File: config.mk
export PLATFORM = sky130hd
export DESIGN_NAME = jesd204_versal_gt_tx_lane_seq
export DESIGN_NICKNAME = d
export VERILOG_FILES = /design/src/rtl/jesd204_versal_gt_tx_lane_seq.sv
export SDC_FILE = /design/constraint.sdc
export NUM_CORES = 1
export LEC_CHECK = 0
export ABC_AREA = 0
export BUFFER_PORTS_ARGS = -buffer_cell sky130_fd_sc_hd__buf_4
export CAP_MARGIN = 20
export CORE_MARGIN = 2
export CORE_UTILIZATION = 42
export CTS_CLUSTER_DIAMETER = 30
export DETAILED_ROUTE_END_ITERATION = 8
export HOLD_SLACK_MARGIN = 0.15
export PLACE_DENSITY = 0.73
export SKIP_CTS_REPAIR_TIMING = 1
export SLEW_MARGIN = 20
export SYNTH_ARGS = -nofsm -noshare
export SYNTH_HDL_FRONTEND = slang
export SYNTH_SLANG_ARGS = --single-unit
File: constraint.sdc
create_clock -name usr_clk -period 2.5 [get_ports usr_clk]
set_clock_uncertainty 0.15 [all_clocks]
set_input_delay 0.375 -clock usr_clk [delete_from_list [all_inputs] [get_ports usr_clk]]
set_output_delay 0.375 -clock usr_clk [all_outputs]
set_load 0.005 [all_outputs]
File: src/rtl/jesd204_versal_gt_tx_lane_seq.sv
// Per-lane JESD204 TX start-up sequencer: idles the GT lane until reset-done has settled, then passes link data.
// One register stage in every state; no backpressure (link_ready gates the link layer). Option macro: JESD204_TX_PRBS_EN.
module jesd204_versal_gt_tx_lane_seq #(
  parameter int LINK_MODE     = 2,
  parameter int SETTLE_CYCLES = 64
) (
  input  logic        usr_clk,
  input  logic        reset,
  input  logic        gt_tx_resetdone,
  input  logic        link_enable,
  input  logic [63:0] link_tx_data,
  input  logic [1:0]  link_tx_header,
  input  logic [3:0]  link_tx_charisk,
`ifdef JESD204_TX_PRBS_EN
  input  logic        prbs_enable,
`endif
  output logic [63:0] tx_data,
  output logic [1:0]  tx_header,
  output logic [3:0]  tx_charisk,
  output logic        link_ready,
  output logic [1:0]  seq_state,
  output logic [7:0]  restart_cnt
);

  localparam bit          MODE_64B66B = (LINK_MODE == 2);
  localparam logic [63:0] IDLE_DATA   = MODE_64B66B ? 64'h0 : 64'h0000_0000_BCBC_BCBC;
  localparam logic [1:0]  IDLE_HDR    = MODE_64B66B ? 2'b10 : 2'b00;
  localparam logic [3:0]  IDLE_CK     = MODE_64B66B ? 4'h0 : 4'hF;
  localparam logic [15:0] SETTLE_LAST = 16'(SETTLE_CYCLES - 1);

  typedef enum logic [1:0] {
    ST_RESET     = 2'd0,
    ST_WAIT_DONE = 2'd1,
    ST_SETTLE    = 2'd2,
    ST_ACTIVE    = 2'd3
  } state_t;

  state_t      state, state_nxt;
  logic [15:0] settle_cnt, settle_cnt_nxt;
  logic        sync_meta, done_s;
  logic        abort;
  logic [63:0] data_nxt;
  logic [1:0]  hdr_nxt;
  logic [3:0]  ck_nxt;

  // The synchroniser only starts once the sequencer leaves RESET, so a
  // reset-done level captured before that is never acted upon.
  always_ff @(posedge usr_clk) begin
    if (reset || state == ST_RESET) begin
      sync_meta <= 1'b0;
      done_s    <= 1'b0;
    end else begin
      sync_meta <= gt_tx_resetdone;
      done_s    <= sync_meta;
    end
  end

  always_comb begin
    state_nxt      = state;
    settle_cnt_nxt = settle_cnt;
    abort          = !done_s || !link_enable;
    case (state)
      ST_RESET: state_nxt = ST_WAIT_DONE;
      ST_WAIT_DONE: begin
        if (!abort) begin
          state_nxt      = ST_SETTLE;
          settle_cnt_nxt = 16'd0;
        end
      end
      ST_SETTLE: begin
        // abort takes priority over settle completion
        if (abort) begin
          state_nxt = ST_WAIT_DONE;
        end else if (settle_cnt == SETTLE_LAST) begin
          state_nxt = ST_ACTIVE;
        end else begin
          settle_cnt_nxt = settle_cnt + 16'd1;
        end
      end
      ST_ACTIVE: begin
        if (abort) state_nxt = ST_WAIT_DONE;
      end
      default: state_nxt = ST_RESET;
    endcase
  end

`ifdef JESD204_TX_PRBS_EN
  localparam int PRBS_W = MODE_64B66B ? 64 : 32;

  logic [30:0] lfsr, lfsr_adv;
  logic [63:0] prbs_word;

  // PRBS31 (x^31+x^28+1), oldest bit first in the word MSB.
  always_comb begin
    lfsr_adv  = lfsr;
    prbs_word = '0;
    for (int i = 0; i < PRBS_W; i++) begin
      prbs_word[PRBS_W-1-i] = lfsr_adv[30] ^ lfsr_adv[27];
      lfsr_adv              = {lfsr_adv[29:0], lfsr_adv[30] ^ lfsr_adv[27]};
    end
  end

  always_ff @(posedge usr_clk) begin
    if (reset || state_nxt != ST_ACTIVE) lfsr <= '1;
    else                                 lfsr <= lfsr_adv;
  end
`endif

  // Selection uses the next state so tx_* and link_ready switch on the same edge.
  always_comb begin
    data_nxt = IDLE_DATA;
    hdr_nxt  = IDLE_HDR;
    ck_nxt   = IDLE_CK;
    if (state_nxt == ST_ACTIVE) begin
      if (MODE_64B66B) begin
        data_nxt = link_tx_data;
        hdr_nxt  = link_tx_header;
        ck_nxt   = 4'h0;
      end else begin
        data_nxt = {32'h0, link_tx_data[31:0]};
        hdr_nxt  = 2'b00;
        ck_nxt   = link_tx_charisk;
      end
`ifdef JESD204_TX_PRBS_EN
      if (prbs_enable) begin
        data_nxt = prbs_word;
        hdr_nxt  = MODE_64B66B ? 2'b01 : 2'b00;
        ck_nxt   = 4'h0;
      end
`endif
    end
  end

  always_ff @(posedge usr_clk) begin
    if (reset) begin
      state       <= ST_RESET;
      settle_cnt  <= 16'd0;
      tx_data     <= 64'h0;
      tx_header   <= 2'b00;
      tx_charisk  <= 4'h0;
      link_ready  <= 1'b0;
      restart_cnt <= 8'd0;
    end else begin
      state       <= state_nxt;
      settle_cnt  <= settle_cnt_nxt;
      tx_data     <= data_nxt;
      tx_header   <= hdr_nxt;
      tx_charisk  <= ck_nxt;
      link_ready  <= (state_nxt == ST_ACTIVE);
      if (state == ST_ACTIVE && state_nxt == ST_WAIT_DONE && restart_cnt != 8'hFF)
        restart_cnt <= restart_cnt + 8'd1;
    end
  end

  assign seq_state = state;

endmodule
==> results of run 1 <==
## per-stage QoR
stage / worst slack [ps] / total power [W] / utilization, %
finish: 354 / 0.00275 / 67.2
global route: 245 / 0.00285 / 67.2
CTS: 345 / 0.00269 / 59.2
detailed placement: 367 / 0.00168 / 56.8
global placement: 394 / 0.00168 / 56.8
floorplan: 711 / 0.00160 / -
## kinds of logic (layout without fill, tap and decap cells)
| kind of cell | after synthesis | in the layout | share of synthesized area, % |
|---|---|---|---|
| other | 1 | 4 | 0.106 |
| AO/OA/AOI/OAI | 46 | 46 | 8.84 |
| buffers and inverters | 35 | 240 | 5.79 |
| adder cells (fa/ha/maj) | 2 | 2 | 0.710 |
| XOR/XNOR | 1 | 1 | 0.781 |
| multiplexers | 4 | 4 | 1.28 |
| flip-flops | 95 | 95 | 54.0 |
| AND/OR/NAND/NOR | 143 | 143 | 28.5 |
## worst register-to-register path, cell delays in order, from the launching register on
cell and delay (ps):
dfxtp_1 620, xor2_4 260, nand2_1 180, a21oi_4 180, buf_4 330, mux2_4 330
## flip-flops by register name, indices dropped and copies added (netlist names)
signal and count:
done_s 1, tx_header 2, link_ready 1, tx_data 64, seq_state 2, restart_cnt 8, settle_cnt 16, sync_meta 1
## metal layers
layer  share of wire [%]  routed length (um)  up-vias  track usage, %
met3                 8.5                 823       13            8.46
met1                  39                3810     1498            20.8
li1                    -                   -     1583               -
met4                 1.5                 149        0            5.48
met2                  50                4870      105            31.8
met5                   0                   0        -               0
## how the worst max path moves through the flow
stage	end	startpoint	depth (start not counted)
4_1_cts	settle_cnt[0]	seq_state[0]	5
3_3_place_gp	settle_cnt[0]	seq_state[0]	5
2_1_floorplan	settle_cnt[0]	settle_cnt[3]	7
6_report	settle_cnt[0]	seq_state[0]	5
3_5_place_dp	settle_cnt[0]	seq_state[0]	5
5_1_grt	settle_cnt[0]	seq_state[0]	5
## where the power goes
group | internal [W] | switching, W | total, W
Clock | 0.000469 | 0.000543 | 0.00101
Sequential | 0.00152 | 0.00000459 | 0.00152
Combinational | 0.000160 | 0.0000541 | 0.000214
Total | 0.00215 | 0.000602 | 0.00275
## cells in the mapped netlist, types with 2 or more instances
cell type  instances  area share [%]
a211oi_1           3            0.64
a21oi_1           15             2.1
a31oi_1            2            0.35
and2_1             3            0.53
and3_1             5            0.89
and4_1             3            0.75
buf_2              7            0.99
buf_4              7             1.5
buf_6              5             1.6
clkbuf_1           9            0.96
dfxtp_1           95              54
ha_1               2            0.71
inv_1              6            0.64
mux2i_1            3            0.85
nand2_1           10             1.1
nand3_1           12             1.7
nand4_1            3            0.53
nor2_1             9            0.96
nor3_1             3            0.43
nor3b_1           57              12
nor3b_2            8             2.8
nor4_1             4            0.71
o21a_1             2            0.43
o21ai_0            5            0.71
o311ai_0           2            0.50
o31ai_1            9             1.9
o41ai_1            2            0.50
or3_1              6             1.1
or4_1              9             1.9
## final cells by class
cell class / instances / area [um^2] / area share, %
Clock buffer: 10 / 128 / 2.32
Inverter: 6 / 22.5 / 0.410
Sequential cell: 95 / 1900 / 34.6
Multi-Input combinational cell: 200 / 1430 / 26.1
Timing Repair Buffer: 218 / 1810 / 33.0
Clock inverter: 6 / 66.3 / 1.21
Tap cell: 105 / 131 / 2.39
==> flow_metrics.py, run 1 <==
metrics = {
    "hold_path": {
        "hold_depth": 2,
        "worstHoldPathType": "in -> reg",
        "hold_path_end": "tx_header[1]",
        "hp-start": "link_tx_header[1]",
    },
    "pwr": {
        "peakVddDrop_mv": 0.520,
        "p_leak_nw": 2.27,
        "power_density_nw_per_um2": 500,
    },
    "setup_path": {
        "critPathMaxStageDelay_ps": 620,
        "critPathArrivalTime_ps": 2250,
        "startpoint_type": "flop",
        "rrSetupSlack_ps": 350,
        "worstPathMaxFanout": 29,
        "crit_chain": "xor2_4 > nand2_1 > a21oi_4 > buf_4 > mux2_4",
        "crit_buf_inv": 1,
        "path_delay_family": "flip-flops",
        "crit_slowest_cell": "dfxtp_1",
        "rr_endpoint": "settle_cnt[0]",
        "worstPathRequired_ps": 2600,
        "crit_path_end_kind": "flop",
        "r2r_start": "seq_state[0]",
        "reg2reg_depth": 5,
        "critical_path_class": "reg -> reg",
    },
    "logic_synthesis": {
        "synth-edff-count": 0,
        "syn_area_um2": 3520,
        "yosysWarnings": 0,
        "synth-async-reset-ratio_pct": 0,
        "synth_seq_area_share_pct": 54.0,
        "ys_ff_latch": 95,
        "synthDistinctLibCells": 50,
        "syn_avg_cell_area_um2": 10.8,
        "synthFlopType": "dfxtp_1",
        "netlist_instances": 327,
    },
    "finish": {
        "final_cells": 640,
        "num_antenna_cells": 0,
        "final_area_um2": 5500,
        "final_common_cell": "buf_4",
        "fill_cells": 620,
        "fin_nets": 606,
        "area_delta_synth_final_pct": 55.9,
        "drive_gt1_share_pct": 34.6,
        "final_cell_mix": "buf_4, dfxtp_1, dlygate4sd3_1, nor3b_1, a21oi_1",
    },
    "run": {
        "max-cap-violations": 0,
    },
    "floorplanning": {
        "coreArea_um2": 8180,
        "die_h_um": 95.6,
        "rows": 33,
        "ioPinCount": 155,
        "dieArea_um2": 9140,
        "start_util_pct": 43.1,
        "dieWidth_um": 95.6,
    },
    "global_routing": {
        "grt-ovfl-total": 0,
        "grt_max_degree": 41,
        "antenna_found_initial": 0,
        "track_usage_pct": 18.6,
        "grt_pass1_vias": 2825,
        "grt_pass1_wl_um": 13200,
    },
    "sta": {
        "whs_ps": 178,
        "fmax_ghz": 0.466,
        "setup_tns_ps": 0,
        "period_minus_slack_ps": 2150,
        "slew_violations": 0,
        "slew_headroom_pct": 60.7,
        "hold_viol_final": 0,
        "setup_viol": 0,
        "rsz0062_at_grt": "no",
        "period_share_pct": 85.9,
        "worst_pin_slew_ps": 588,
    },
    "detailed_routing": {
        "drt_wl_total_um": 9640,
        "ant_nets": 0,
        "drc": 0,
        "drt_pass1_iterations": 4,
        "drtIter0Drc": 130,
        "vias": 3199,
        "wl_per_cell_um": 15.1,
        "post_drt_via_cell_ratio": 5.00,
    },
    "placed_design": {
        "dpl_cell_area_um2": 4640,
        "dp.cells": 558,
        "hpwl_um": 6130,
        "portBuffers": 146,
        "gp_congestion": 0.833,
    },
    "clocking": {
        "htreeDepth": 3,
        "cts_buffers": 9,
        "clock_sink_count": 95,
        "clk_path_buf_depth": 2,
        "cts_tree": "done",
        "clkTransAtPathRegs_ps": 90,
        "root_buffer": "clkbuf_8",
        "worstSkewPairLatency_ps": 350,
    },
    "status": {
        "status": "completed",
    },
}
Note: power is estimated with default switching activity, not from simulation.
==> inputs of run 2 (changes only) <==
--- a/config.mk
+++ b/config.mk
@@ -8,7 +8,6 @@
 export ABC_AREA = 0
 export BUFFER_PORTS_ARGS = -buffer_cell sky130_fd_sc_hd__buf_4
 export CAP_MARGIN = 20
-export CORE_MARGIN = 2
 export CORE_UTILIZATION = 42
 export CTS_CLUSTER_DIAMETER = 30
 export DETAILED_ROUTE_END_ITERATION = 8
==> run 2 against run 1 <==
Compared with the run above:
- clock power is 4% higher
- critical path depth stayed put
- combinational power hardly changed
- register-to-register slack worse by 80 ps
- final area is 0.36% higher
- largest cell class unchanged
==> flow_metrics.py, run 2 (same netlist as run 1, synthesis figures left out) <==
metrics = {
    "status": {
        "status": "completed",
    },
    "detailed_routing": {
        "met1_length_um": 3770,
        "dr.max_layer_used": "met4",
        "ant_nets": 0,
        "drc": 0,
        "wl_per_cell_um": 15.1,
        "dr_wl_met2_um": 4900,
        "drtIter0Drc": 102,
        "drt_wl_total_um": 9650,
        "post_drt_via_cell_ratio": 5.10,
        "drt_pass1_iterations": 4,
        "wl_met3_um": 785,
        "vias": 3266,
    },
    "sta": {
        "period_minus_slack_ps": 2220,
        "setup_ws_ps": 277,
        "fmax_ghz": 0.450,
        "period_share_pct": 88.9,
        "slew_headroom_pct": 59.0,
        "setup_viol": 0,
        "setup_tns_ps": 0,
        "whs_ps": 179,
        "slew_violations": 0,
        "worst_pin_slew_ps": 613,
        "rsz0062_at_grt": "no",
        "hold_viol_final": 0,
    },
    "setup_path": {
        "r2r_start": "seq_state[1]",
        "crit_path_start": "seq_state[1]",
        "critPathArrivalTime_ps": 2330,
        "critPathMaxStageDelay_ps": 560,
        "worstPathRequired_ps": 2610,
        "crit_slowest_cell": "dfxtp_1",
        "crit_buf_inv": 1,
        "crit_chain": "nor2b_2 > and4_1 > a21oi_4 > buf_4 > nor3b_1",
        "path_delay_family": "simple AND/OR/NAND/NOR gates",
        "startpoint_type": "flop",
        "critical_path_class": "reg -> reg",
        "crit_path_end_kind": "flop",
        "worstPathMaxFanout": 34,
    },
    "finish": {
        "fin_nets": 607,
        "num_antenna_cells": 0,
        "top_regs": "tx_data (64), settle_cnt (16), restart_cnt (8)",
        "largest_register_ffs": 64,
        "final_common_cell": "buf_4",
        "top_register": "tx_data",
        "area_delta_synth_final_pct": 56.5,
        "drive_gt1_share_pct": 34.5,
        "final_cell_mix": "buf_4, dfxtp_1, dlygate4sd3_1, nor3b_1, a21oi_1",
    },
    "global_routing": {
        "grt_pass1_wl_um": 13200,
        "grt-ovfl-total": 0,
        "antenna_found_initial": 0,
        "grt_pass1_vias": 2850,
        "track_usage_pct": 19.4,
        "grt_max_degree": 41,
    },
    "clocking": {
        "clock_sink_count": 95,
        "clkTransAtPathRegs_ps": 100,
        "clk_path_buf_depth": 2,
        "htreeDepth": 3,
        "cts_tree": "done",
        "worstSkewPairLatency_ps": 360,
        "root_buffer": "clkbuf_8",
        "cts_buffers": 9,
    },
    "hold_path": {
        "hp-start": "reset",
        "worstHoldPathType": "in -> reg",
    },
    "floorplanning": {
        "ioPinCount": 155,
        "coreArea_um2": 8180,
        "dieWidth_um": 93.6,
        "start_util_pct": 43.1,
        "die_h_um": 93.6,
        "dieArea_um2": 8760,
        "rows": 33,
    },
    "run": {
        "max-cap-violations": 0,
    },
    "placed_design": {
        "gp_congestion": 0.893,
        "place_ws_ps": 430,
        "portBuffers": 146,
        "hpwl_um": 5860,
    },
    "pwr": {
        "peakVddDrop_mv": 0.378,
        "p_leak_nw": 2.27,
        "power_density_nw_per_um2": 506,
    },
}
[run 2: power by group]
part / switching [W] / internal [W]
Combinational: 0.0000550 / 0.000161
Clock: 0.000574 / 0.000481
Sequential: 0.00000461 / 0.00152
[run 2: per-layer routing]
| metal | vias to the layer above | GRT usage [%] |
|---|---|---|
| met5 | - | 0 |
| li1 | 1590 | - |
| met4 | 0 | 7.31 |
| met3 | 18 | 7.56 |
| met2 | 100 | 32.3 |
| met1 | 1558 | 22.5 |
[run 2: final cells by class]
type | instances | area, um^2
clock inverters | 6 | 76.3
clock buffers | 10 | 128
multi-input cells | 200 | 1430
inverters | 6 | 22.5
well taps | 105 | 131
fillers | 595 | 2660
repair buffers | 219 | 1820
flip-flops and latches | 95 | 1900
[run 2: worst paths after layout]
kind | endpoint | slack [ps] | cells after the start
setup / recovery | tx_data[32] | 280 | 5
hold / removal | restart_cnt[1] | 180 | 2
setup reg to reg | tx_data[32] | 280 | 5
hold reg to reg | done_s | 310 | 1
[run 2: through the flow]
step | instance area, um^2 | total power [W] | utilization [%] | cells
6_report | 5520 | 0.00279 | 67.5 | 641
5_1_grt | 5520 | 0.00290 | 67.5 | 641
4_1_cts | 4850 | 0.00272 | 59.3 | 574
3_5_place_dp | 4640 | 0.00168 | 56.8 | 558
3_3_place_gp | 4640 | 0.00168 | 56.8 | 558
2_1_floorplan | 3540 | 0.00160 | - | 330
==> inputs of run 3 (changes only) <==
--- a/config.mk
+++ b/config.mk
@@ -8,6 +8,7 @@
 export ABC_AREA = 0
 export BUFFER_PORTS_ARGS = -buffer_cell sky130_fd_sc_hd__buf_4
 export CAP_MARGIN = 20
+export CORE_MARGIN = 3
 export CORE_UTILIZATION = 42
 export CTS_CLUSTER_DIAMETER = 30
 export DETAILED_ROUTE_END_ITERATION = 8
==> run 3 against run 2 <==
Compared with the run above:
- setup slack improved by 110 ps
- clock power barely moved
- sequential cell count did not move
- die area rose by 8.7%
- worst hold slack got worse by 59 ps
- sequential power barely moved
- first-iteration DRC count rose by 120%
- register-to-register slack improved by 110 ps
- wire length rose by 8.5%
- critical endpoint is now link_ready
- largest cell class unchanged
- highest routed layer unchanged
==> flow_metrics.py, run 3 (same netlist as run 1, synthesis figures left out) <==
metrics = {
    "global_routing": {
        "grt_max_degree": 50,
        "grt_pass1_wl_um": 14100,
        "antenna_found_initial": 0,
        "grt-ovfl-total": 0,
        "grt_pass1_vias": 2950,
        "track_usage_pct": 18.1,
    },
    "setup_path": {
        "worstPathRequired_ps": 2610,
        "crit_path_start": "seq_state[0]",
        "reg2reg_depth": 6,
        "r2r_start": "seq_state[0]",
        "rr_endpoint": "link_ready",
        "critical_path_class": "reg -> reg",
        "path_delay_family": "buffers and inverters",
        "crit_path_frequent_cell": "buf_4",
        "worstPathMaxFanout": 31,
        "crit_buf_inv": 2,
        "rrSetupSlack_ps": 380,
        "crit_slowest_cell": "dfxtp_1",
        "startpoint_type": "flop",
        "crit_path_end_kind": "flop",
        "critPathMaxStageDelay_ps": 570,
        "crit_chain": "xor2_4 > nand2_1 > a21oi_4 > buf_4 > buf_4 > nor2_1",
        "critPathArrivalTime_ps": 2230,
    },
    "sta": {
        "whs_ps": 120,
        "setup_viol": 0,
        "fmax_ghz": 0.473,
        "period_share_pct": 84.6,
        "worst_pin_slew_ps": 628,
        "hold_viol_final": 0,
        "slew_violations": 0,
        "rsz0062_at_grt": "no",
        "setup_tns_ps": 0,
        "slew_headroom_pct": 58.0,
        "setup_ws_ps": 385,
        "period_minus_slack_ps": 2120,
    },
    "finish": {
        "top_regs": "tx_data (64), settle_cnt (16), restart_cnt (8)",
        "largest_register_ffs": 64,
        "fin_nets": 608,
        "multi_input_area_um2": 1430,
        "drive_gt1_share_pct": 34.8,
        "final_cell_mix": "buf_4, dfxtp_1, dlygate4sd3_1, nor3b_1, a21oi_1",
        "num_antenna_cells": 0,
        "area_delta_synth_final_pct": 56.6,
        "top_register": "tx_data",
        "final_common_cell": "buf_4",
        "regArea_um2": 1900,
        "fill_cells": 549,
        "final_area_um2": 5520,
    },
    "detailed_routing": {
        "vias": 3322,
        "drt_pass1_iterations": 4,
        "post_drt_via_cell_ratio": 5.20,
        "drtIter0Drc": 224,
        "drt_wl_total_um": 10500,
        "drc": 0,
        "ant_nets": 0,
        "wl_per_cell_um": 16.4,
    },
    "pwr": {
        "peakVddDrop_mv": 0.402,
        "p_leak_nw": 2.28,
        "total_power_w": 0.00280,
        "power_density_nw_per_um2": 507,
    },
    "clocking": {
        "clk_path_buf_depth": 2,
        "clock_sink_count": 95,
        "cts_buffers": 9,
        "htreeDepth": 3,
        "clkTransAtPathRegs_ps": 100,
        "root_buffer": "clkbuf_8",
        "worstSkewPairLatency_ps": 360,
        "cts_tree": "done",
    },
    "floorplanning": {
        "dieWidth_um": 97.6,
        "rows": 32,
        "start_util_pct": 44.5,
        "ioPinCount": 155,
        "die_h_um": 97.6,
        "coreArea_um2": 7930,
        "dieArea_um2": 9530,
    },
    "placed_design": {
        "hpwl_um": 6460,
        "dpl_cell_area_um2": 4650,
        "portBuffers": 146,
        "gp_congestion": 0.848,
        "place_ws_ps": 406,
    },
    "status": {
        "status": "completed",
    },
    "hold_path": {
        "hold_path_end": "tx_data[12]",
        "hold_depth": 2,
        "worstHoldPathType": "in -> reg",
        "hp-start": "link_tx_data[12]",
    },
    "run": {
        "max-cap-violations": 0,
    },
}
[run 3: cell count changes in the layout (fill, tap and decap cells not counted)]
| cell | delta |
|---|---|
| buf_4 | +2 |
| clkinv_4 | +2 |
| clkinvlp_4 | -1 |
| dlygate4sd3_1 | -1 |
| inv_6 | -1 |
[run 3: worst max path at each step]
| stage | end | slack (ps) | depth (start not counted) |
|---|---|---|---|
| after floorplan | settle_cnt[0] | 710 | 7 |
| after global placement | tx_data[9] | 430 | 6 |
| after detailed placement | link_ready | 410 | 6 |
| after CTS | link_ready | 380 | 6 |
| after global routing | tx_data[7] | 260 | 6 |
| final | link_ready | 380 | 6 |
[run 3: power breakdown]
part           switching (W)  leakage (nW)  total (W)  internal, W
combinational      0.0000582          1.41   0.000219     0.000160
clock               0.000578         0.101    0.00106     0.000481
sequential        0.00000456         0.766    0.00152      0.00152
total               0.000641          2.28    0.00280      0.00216
[run 3: layout make-up]
class / count / share of cell area [%]
Sequential cell: 95 / 34.5
Timing Repair Buffer: 220 / 33.1
Multi-Input combinational cell: 200 / 26.0
Clock buffer: 10 / 2.31
Tap cell: 102 / 2.31
Clock inverter: 6 / 1.41
Inverter: 6 / 0.408
[run 3: routing by layer]
metal	track usage, %	vias to the layer above	wire length, um
met5	0	-	0
met4	7.56	0	214
met3	8.33	19	880
met2	30.9	109	5380
met1	19.2	1610	3990
li1	-	1584	-
[run 3: worst register-to-register path: stages (launching register included)]
cell	delay (ps)
dfxtp_1	570
xor2_4	270
nand2_1	180
a21oi_4	190
buf_4	360
buf_4	230
nor2_1	50
[run 3: through the flow]
step                cells  util, %
floorplan             330        -
global placement      557     58.7
detailed placement    557     58.7
CTS                   573     61.3
global route          639     69.6
finish                639     69.6
